File: src/rtl/prbs_bert_ctrl.sv
// PRBS bit-error-rate test sequencer and checker around a TX and a REF PRBS generator.
// Optional single-bit error injection is enabled with `define PRBS_BERT_ERR_INJECT_EN.
module prbs_bert_ctrl #(
  parameter int WIDTH         = 17,
  parameter int CNT_W         = 32,
  parameter int LOCK_THRESH   = 8,
  parameter int LOSS_THRESH   = 4,
  parameter int DRAIN_TIMEOUT = 1024
) (
  input  logic             clk,
  input  logic             reset,
  input  logic             start,
  input  logic             stop,
  input  logic [CNT_W-1:0] num_words,
`ifdef PRBS_BERT_ERR_INJECT_EN
  input  logic             inject,
`endif
  output logic             tx_en,
  output logic             tx_init,
  output logic             tx_valid,
  output logic             ref_en,
  output logic             ref_init,
  input  logic [WIDTH-1:0] ref_data,
  input  logic             rx_valid,
  input  logic [WIDTH-1:0] rx_data,
  output logic             busy,
  output logic             done,
  output logic             locked,
  output logic             lock_lost,
  output logic             timeout,
  output logic [CNT_W-1:0] tx_count,
  output logic [CNT_W-1:0] rx_count,
  output logic [CNT_W-1:0] word_errs,
  output logic [CNT_W-1:0] bit_errs
);

  localparam int PC_W = $clog2(WIDTH + 1);
  localparam int LK_W = $clog2(LOCK_THRESH + 1);
  localparam int LS_W = $clog2(LOSS_THRESH + 1);
  localparam int DT_W = $clog2(DRAIN_TIMEOUT + 1);

  typedef enum logic [2:0] {S_IDLE, S_INIT, S_RUN, S_DRAIN, S_DONE} state_t;
  state_t state, nxt;

  logic [CNT_W-1:0] nw_q, en_cnt;
  logic [WIDTH-1:0] rx_q, diff;
  logic             cmp_vld, checking, compare, word_err, loss, last_word;
  logic             idle_like, drain_clean, drain_to, inj_hit;
  logic [LK_W-1:0]  clean_run;
  logic [LS_W-1:0]  err_run;
  logic [DT_W-1:0]  drain_cnt;
  logic [CNT_W:0]   bit_sum;

  function automatic logic [PC_W-1:0] popcnt(input logic [WIDTH-1:0] v);
    logic [PC_W-1:0] c;
    c = '0;
    for (int i = 0; i < WIDTH; i++) c = c + PC_W'(v[i]);
    return c;
  endfunction

`ifdef PRBS_BERT_ERR_INJECT_EN
  logic inj_armed;
  assign inj_hit = inj_armed;

  // Armed flag consumes on the next compare; pulses while armed are absorbed.
  always_ff @(posedge clk) begin
    if (reset)                    inj_armed <= 1'b0;
    else if (compare && inj_armed) inj_armed <= 1'b0;
    else if (inject)              inj_armed <= 1'b1;
  end
`else
  assign inj_hit = 1'b0;
`endif

  assign idle_like   = (state == S_IDLE) || (state == S_DONE);
  assign checking    = (state == S_RUN) || (state == S_DRAIN);
  assign busy        = !idle_like;
  assign compare     = cmp_vld && checking;
  assign diff        = (rx_q ^ ref_data) ^ {{(WIDTH-1){1'b0}}, inj_hit};
  assign word_err    = compare && (diff != '0);
  assign loss        = word_err && locked && (err_run == LS_W'(LOSS_THRESH - 1));
  assign last_word   = (nw_q != '0) && (en_cnt + CNT_W'(1) == nw_q);
  // Drain completes only once nothing is left in flight on either side.
  assign drain_clean = !cmp_vld && !tx_valid && (rx_count == tx_count);
  assign drain_to    = (drain_cnt == DT_W'(DRAIN_TIMEOUT - 1));
  assign bit_sum     = {1'b0, bit_errs} + (CNT_W+1)'(popcnt(diff));
  assign ref_en      = (state == S_INIT) || (checking && rx_valid);

  always_comb begin
    nxt      = state;
    tx_en    = 1'b0;
    tx_init  = 1'b0;
    ref_init = 1'b0;
    case (state)
      S_IDLE, S_DONE: if (start) nxt = S_INIT;
      S_INIT: begin
        tx_en    = 1'b1;
        tx_init  = 1'b1;
        ref_init = 1'b1;
        nxt      = S_RUN;
      end
      S_RUN: begin
        if (stop) nxt = S_DRAIN;
        else begin
          tx_en = 1'b1;
          if (last_word || loss) nxt = S_DRAIN;
        end
      end
      S_DRAIN: if (drain_clean || drain_to) nxt = S_DONE;
      default: nxt = S_IDLE;
    endcase
  end

  always_ff @(posedge clk) begin
    if (reset) begin
      state     <= S_IDLE;
      done      <= 1'b0;
      tx_valid  <= 1'b0;
      cmp_vld   <= 1'b0;
      rx_q      <= '0;
      nw_q      <= '0;
      en_cnt    <= '0;
      drain_cnt <= '0;
      clean_run <= '0;
      err_run   <= '0;
      locked    <= 1'b0;
      lock_lost <= 1'b0;
      timeout   <= 1'b0;
      tx_count  <= '0;
      rx_count  <= '0;
      word_errs <= '0;
      bit_errs  <= '0;
    end else begin
      state    <= nxt;
      done     <= (nxt == S_DONE) && (state != S_DONE);
      tx_valid <= tx_en && (state == S_RUN);
      rx_q     <= rx_data;
      cmp_vld  <= rx_valid && checking;
      if (idle_like && start) begin
        nw_q      <= num_words;
        en_cnt    <= '0;
        drain_cnt <= '0;
        clean_run <= '0;
        err_run   <= '0;
        locked    <= 1'b0;
        lock_lost <= 1'b0;
        timeout   <= 1'b0;
        tx_count  <= '0;
        rx_count  <= '0;
        word_errs <= '0;
        bit_errs  <= '0;
      end else begin
        if (tx_en && state == S_RUN) en_cnt <= en_cnt + CNT_W'(1);
        if (tx_valid) tx_count <= tx_count + CNT_W'(1);
        if (state == S_DRAIN) begin
          drain_cnt <= drain_cnt + DT_W'(1);
          if (drain_to && !drain_clean) timeout <= 1'b1;
        end
        if (compare) begin
          rx_count <= rx_count + CNT_W'(1);
          if (word_err) begin
            if (word_errs != '1) word_errs <= word_errs + CNT_W'(1);
            bit_errs  <= bit_sum[CNT_W] ? '1 : bit_sum[CNT_W-1:0];
            clean_run <= '0;
            if (loss) begin
              locked    <= 1'b0;
              lock_lost <= 1'b1;
              err_run   <= '0;
            end else if (locked) begin
              err_run <= err_run + LS_W'(1);
            end
          end else begin
            err_run <= '0;
            if (!locked) begin
              if (clean_run == LK_W'(LOCK_THRESH - 1)) begin
                locked    <= 1'b1;
                clean_run <= '0;
              end else begin
                clean_run <= clean_run + LK_W'(1);
              end
            end
          end
        end
      end
    end
  end

endmodule

File: config.mk
export PLATFORM = sky130hd
export DESIGN_NAME = prbs_bert_ctrl
export DESIGN_NICKNAME = d
export VERILOG_FILES = /design/src/rtl/prbs_bert_ctrl.sv
export SDC_FILE = /design/constraint.sdc
export NUM_CORES = 1
export LEC_CHECK = 0
export BUFFER_PORTS_ARGS = -buffer_cell sky130_fd_sc_hd__buf_2
export CAP_MARGIN = 20
export CORE_ASPECT_RATIO = 1.5
export CORE_MARGIN = 4
export CORE_UTILIZATION = 30
export CTS_CLUSTER_DIAMETER = 80
export CTS_CLUSTER_SIZE = 28
export DETAILED_ROUTE_END_ITERATION = 8
export PLACE_DENSITY = 0.46
export SLEW_MARGIN = 30
export SYNTH_ARGS = -nofsm -noshare
export SYNTH_HDL_FRONTEND = slang
export SYNTH_SLANG_ARGS = --single-unit
File: constraint.sdc
create_clock -name clk -period 8.1 [get_ports clk]
set_input_delay 0.405 -clock clk [delete_from_list [all_inputs] [get_ports clk]]
set_output_delay 0.405 -clock clk [all_outputs]
set_load 0.05 [all_outputs]
Yosys cells after proc, flatten, opt, wreduce, memory -nomap -nowiden:

Index checks and enable logic that the tools add are counted.

* register bits after elaboration: 236
* output and inout port bits: 138
* word-level logic and storage cells: 109

* multiplexer cells: 19
* reductions and logical operators: 33
* add/sub/neg operators: 24
* bitwise operators: 1
* equal/unequal tests: 15

Operators by type and width (count)
* 32-bit by 1-bit adder with 32-bit output (second input constant): 4
* 32-bit == test: 2
* 5-bit by 1-bit adder with 5-bit output: 12
* 32-bit by 5-bit adder with 33-bit output: 1
* 32-bit 2-to-1 mux: 1
* 32-bit inequality test (second input constant): 1
* 32-bit nonzero test: 1
* 3-bit 2-to-1 mux: 7
* 17-bit nonzero test: 1
* 17-bit XOR: 1
* 1-bit logical AND: 12
* 4-bit 2-to-1 mux: 3
* 3-bit one-hot mux with 4 select lines: 1
* 11-bit by 1-bit adder with 11-bit output (second input constant): 1
* 11-bit by 10-bit == test with 1-bit output (second input constant): 1
* 2-bit AND reduction: 5
* 3-bit by 2-bit == test with 1-bit output (second input constant): 3
* 3-bit == test (second input constant): 2
* 1-bit 2-to-1 mux: 6
* 3-bit AND reduction: 2
* 4-bit by 1-bit adder with 5-bit output: 1
* 1-bit logical OR: 5
* 3-bit by 1-bit adder with 4-bit output: 1
* 4-bit by 1-bit adder with 4-bit output (second input constant): 1
* other kinds (12): 17

Logic depth before layout (Yosys ltp):

* depth in word-level cells: 19
* depth in mapped cells: 18

Worst setup path before layout:

OpenSTA, ideal clock, no wires.

* path kind: reg2reg
* start point: reg bit_errs[0]
* end point: reg bit_errs[20]
* slack: 2.815 ns
* period minus slack after synthesis: 5.285 ns
* data required time: 7.967 ns
* stages on the path, launching flop included: 18
* path buffers: 1
* data arrival time: 5.152 ns
* cells stage by stage: dfxtp_1 > inv_1 > fa_1 > fa_1 > fa_1 > fa_1 > fa_1 > inv_1 > ha_1 > fa_1 > a21o_1 > a21oi_1 > o21bai_1 > a21oi_1 > clkbuf_1 > nor4b_1 > xnor2_1 > a21oi_1

* longest elaborated chain between the ends: 2

RTL lines
* from (decl): line 34 `output logic [CNT_W-1:0] bit_errs`
* from (signal assigned): line 163 `bit_errs <= bit_sum[CNT_W] ? '1 : bit_sum[CNT_W-1:0];`
* 32-bit by 5-bit adder with 33-bit output: line 86 `assign bit_sum = {1'b0, bit_errs} + (CNT_W+1)'(popcnt(diff));`
* 32-bit 2-to-1 mux: line 163

No other way between the ends.
A chain may end at the register's enable or synchronous reset.

Worst setup path in the final report:

* start point: reg rx_q[12]
* end point: reg bit_errs[26]

* longest elaborated chain between the ends: 8
* elaborated cells on any way between the ends: 11

RTL lines
* from (decl): line 46 `logic [WIDTH-1:0] rx_q, diff;`
* from (signal assigned): line 137 `rx_q <= rx_data;`
* 17-bit XOR *: line 79 `assign diff = (rx_q ^ ref_data) ^ {{(WIDTH-1){1'b0}}, inj_hit};`
* 5-bit by 1-bit adder with 5-bit output (5 in a row): line 57 `for (int i = 0; i < WIDTH; i++) c = c + PC_W'(v[i]);`
* 32-bit by 5-bit adder with 33-bit output: line 86
* 32-bit 2-to-1 mux: line 163

Mark *: on every way between the ends. The rest lies on a longest branch, timed or not.

==> run_results.csv <==
group,metric,value,unit
setup_path,reg2reg_to,"bit_errs[26]",
synth,yosysWarnings,0,
finish,final_cell_mix,"236 x dfxtp_1, 208 x buf_2, 160 x nand2_1",
placement,placed_area,13800,µm²
sta,fin_skew,28.82,ps
synth,synth-seq-cells,236,
global_routing,grt_antenna_before_repair,0,
pwr,power.total,2.550,mW
synth,synth_cell_type_count,73,
synth,synth_flop_cell,"dfxtp_1",
floorplan,dieArea,44600,µm²
clock_tree,post-cts-setup-buffers,0,
clock_tree,postCtsHoldBufs,0,
finish,multi_input_area,7204,µm²
finish,drive_gt1_share,16.58,%
route,drtAntennaViolNets,0,
clock_tree,cts_resized,0,
worst_hold_path,hold-path-cell-count,2,
setup_path,required,8470,ps
synth,avgSynthCellArea,8.366,µm²
synth,mappedNetlistArea,12370,µm²
pwr,total_switching_power,0.7751,mW
setup_path,crit_top_cell,"fa_1",
pwr,power_density,178.0,nW/µm²
route,routed_wl,37840,µm
setup_path,critPathTopFamily,"adder cells",
job,max-cap-violations,0,
setup_path,cpMaxStageDelayCell,"nand2_1",
clock_tree,clkTransAtPathRegs,90,ps
synth,synth_edf_count,0,
route,vias,10840,
clock_tree,cts-root-buf,"clkbuf_16",
run_status,status,"complete, no violations",
setup_path,slowest_delay,640,ps
sta,slew_violations,0,
route,drt_iter0_markers,532,
global_routing,grt_overflow,0,
placement,io_buffers,208,
placement,gp_congestion,0.8578,
setup_path,reg2reg_slack,2470,ps
pwr,combPwrFrac,18.0,%
sta,worst_pin_slew,867.4,ps
setup_path,crit_arrival,5990,ps
route,wl_per_cell,17.57,µm
setup_path,cp_cell_sequence,"xnor2_1 -> fa_1 -> fa_1 -> fa_1 -> fa_1 -> fa_1 -> inv_1 -> ha_1 -> fa_1 -> a21o_1 -> a21oi_1 -> o21bai_1 -> a21oi_1 -> buf_4 -> nor4_1 -> nand2_1 -> a21oi_1",
finish,diodes,0,
floorplan,boundaryPins,209,
finish,mostFrequentLayoutCell,"dfxtp_1",
route,vias_per_cell,5.037,
sta,finalSetupTns,0,ps
sta,maxSlewHeadroom,42.17,%
floorplan,fp.dieH,256.7,µm
clock_tree,htreeDepth,1,
setup_path,rr_startpoint,"rx_q[12]",
pwr,pwr-share-clk,35.0,%
pwr,p_seq_share,47.1,%
setup_path,path_max_fanout,21,
floorplan,core_area,40540,µm²
setup_path,critPathLaunchType,"flip-flop",
synth,synthArstFlopShare,0,%
pwr,leakage,5.318,nW
sta,period_share,69.48,%
pwr,power.internal,1.775,mW
pwr,switching_share,30.39,%
finish,nets,1743,
global_routing,grt_pass1_vias,10500,
sta,min_period,5628,ps
synth,synth.net_count,1582,
synth,synthCells,1478,
clock_tree,clock_path_buffers,3,
finish,fin_area,14320,µm²
floorplan,start_util,30.50,%
route,drc,0,
finish,n_fill_cell,4282,
setup_path,critPathCaptureType,"flip-flop",
finish,area_growth,15.83,%
placement,dp_hpwl,28240,µm
clock_tree,clock_sinks,236,
clock_tree,numCtsBuffers,15,
synth,ys_seq_area_share,38.21,%
worst_hold_path,hp-class,"input pin to flip-flop",
floorplan,fp.dieW,173.8,µm
global_routing,grt_max_degree,59,
floorplan,num_rows,90,
route,dr.pass1.iters,5,
setup_path,worst-setup-path-type,"flip-flop to flip-flop",
sta,rsz0062_at_grt,"false",
global_routing,grt_first_pass_wirelength,59350,µm
setup_path,reg2regPathDepth,17,
global_routing,track_usage,16.26,%
worst_hold_path,holdCritStartpoint,"rx_data[13]",
clock_tree,clock_latency,530,ps
placement,dp_cells,2128,
sta,max_freq,0.1777,GHz
sta,finalHoldViolations,0,
finish,seqCellArea,4725,µm²
setup_path,cp.buffers_inverters,2,
worst_hold_path,min_delay_worst_endpoint,"rx_q[13]",
finish,instances_no_fill,2153,
pwr,ir_drop,165.4,µV
clock_tree,cts_tree,"done",
sta,setup_viol,0,
[registers in the layout, indices dropped and copies added (netlist names)]
name       count
bit_errs      32
clean_run      4
cmp_vld        1
done           1
drain_cnt     11
en_cnt        32
err_run        3
lock_lost      1
locked         1
nw_q          32
rx_count      32
rx_q          17
state          3
timeout        1
tx_count      32
tx_valid       1
word_errs     32
[synthesized netlist by cell type (all sizes together), types with 2 or more instances]
library cell / count / share of area [%]
dfxtp: 236 / 38
nand2: 160 / 4.9
nor2: 143 / 4.4
xnor2: 139 / 9.8
a21oi: 99 / 4.0
xor2: 82 / 5.8
nand3: 67 / 2.7
nand4: 58 / 3.1
clkbuf: 54 / 1.6
o21ai: 49 / 2.0
nor3: 43 / 1.8
nor4: 43 / 2.4
and3: 33 / 1.8
inv: 31 / 0.94
or3: 30 / 1.6
nor2b: 23 / 1.2
and4: 21 / 1.5
buf: 21 / 1.1
ha: 21 / 2.1
and2: 17 / 0.89
a31oi: 15 / 0.76
fa: 12 / 1.9
nand2b: 8 / 0.40
nor4b: 8 / 0.62
a211oi: 6 / 0.40
or4: 6 / 0.39
a21o: 5 / 0.31
o211ai: 5 / 0.30
or2: 5 / 0.25
nand4b: 4 / 0.28
a311oi: 3 / 0.21
mux2i: 3 / 0.24
o21a: 3 / 0.18
o31ai: 3 / 0.18
a211o: 2 / 0.14
and3b: 2 / 0.14
and4b: 2 / 0.16
o21bai: 2 / 0.12
o31a: 2 / 0.14
[power groups by stage]
stage	logic [mW]	clock network, mW	registers, mW
finish	0.458	0.891	1.20
global route	0.520	0.967	1.20
CTS	0.472	0.936	1.20
detailed placement	0.468	0	1.23
global placement	0.468	0	1.23
floorplan	0.347	0	1.22
[per-stage QoR]
step	util (%)	hold WS [ps]	worst slack, ps
3_3_place_gp	34.03	444.9	2294
5_1_grt	35.33	79.69	2168
6_report	35.33	88.99	2472
2_1_floorplan	-	435.6	2815
4_1_cts	35.33	57.65	2429
3_5_place_dp	34.05	455.3	2226
[layer usage]
| layer | share of wire [%] | global-route usage, % | vias to the layer above |
|---|---|---|---|
| li1 | - | - | 5473 |
| met1 | 41 | 19.03 | 5129 |
| met2 | 52 | 30.34 | 195 |
| met3 | 3.5 | 2.122 | 47 |
| met4 | 3.3 | 5.459 | 0 |
| met5 | 0 | 0 | - |
[worst max path at each step]
stage | startpoint | to | cells after the start
6_report | rx_q[12] | bit_errs[26] | 17
2_1_floorplan | bit_errs[0] | bit_errs[20] | 17
3_3_place_gp | ref_data[12] | bit_errs[29] | 18
3_5_place_dp | ref_data[12] | bit_errs[26] | 18
5_1_grt | rx_q[12] | bit_errs[15] | 17
4_1_cts | rx_q[12] | bit_errs[26] | 17
[cell type report]
class                           count  share of cell area, %
Sequential cell                   236                  32.98
Clock inverter                     10                  1.022
Multi-Input combinational cell   1136                  50.30
Timing Repair Buffer              219                  7.844
Clock buffer                       15                  2.621
Inverter                           31                 0.8124
Tap cell                          506                  4.420
[cell families after synthesis]
kind of cell    share of synthesized area [%]
mux                                    0.2429
simple gates                            28.78
fa+ha+maj                               4.068
xor+xnor                                15.65
buf+inv                                 3.713
compound gates                          9.339
flops                                   38.21
Note: power is estimated with default switching activity, not from simulation.
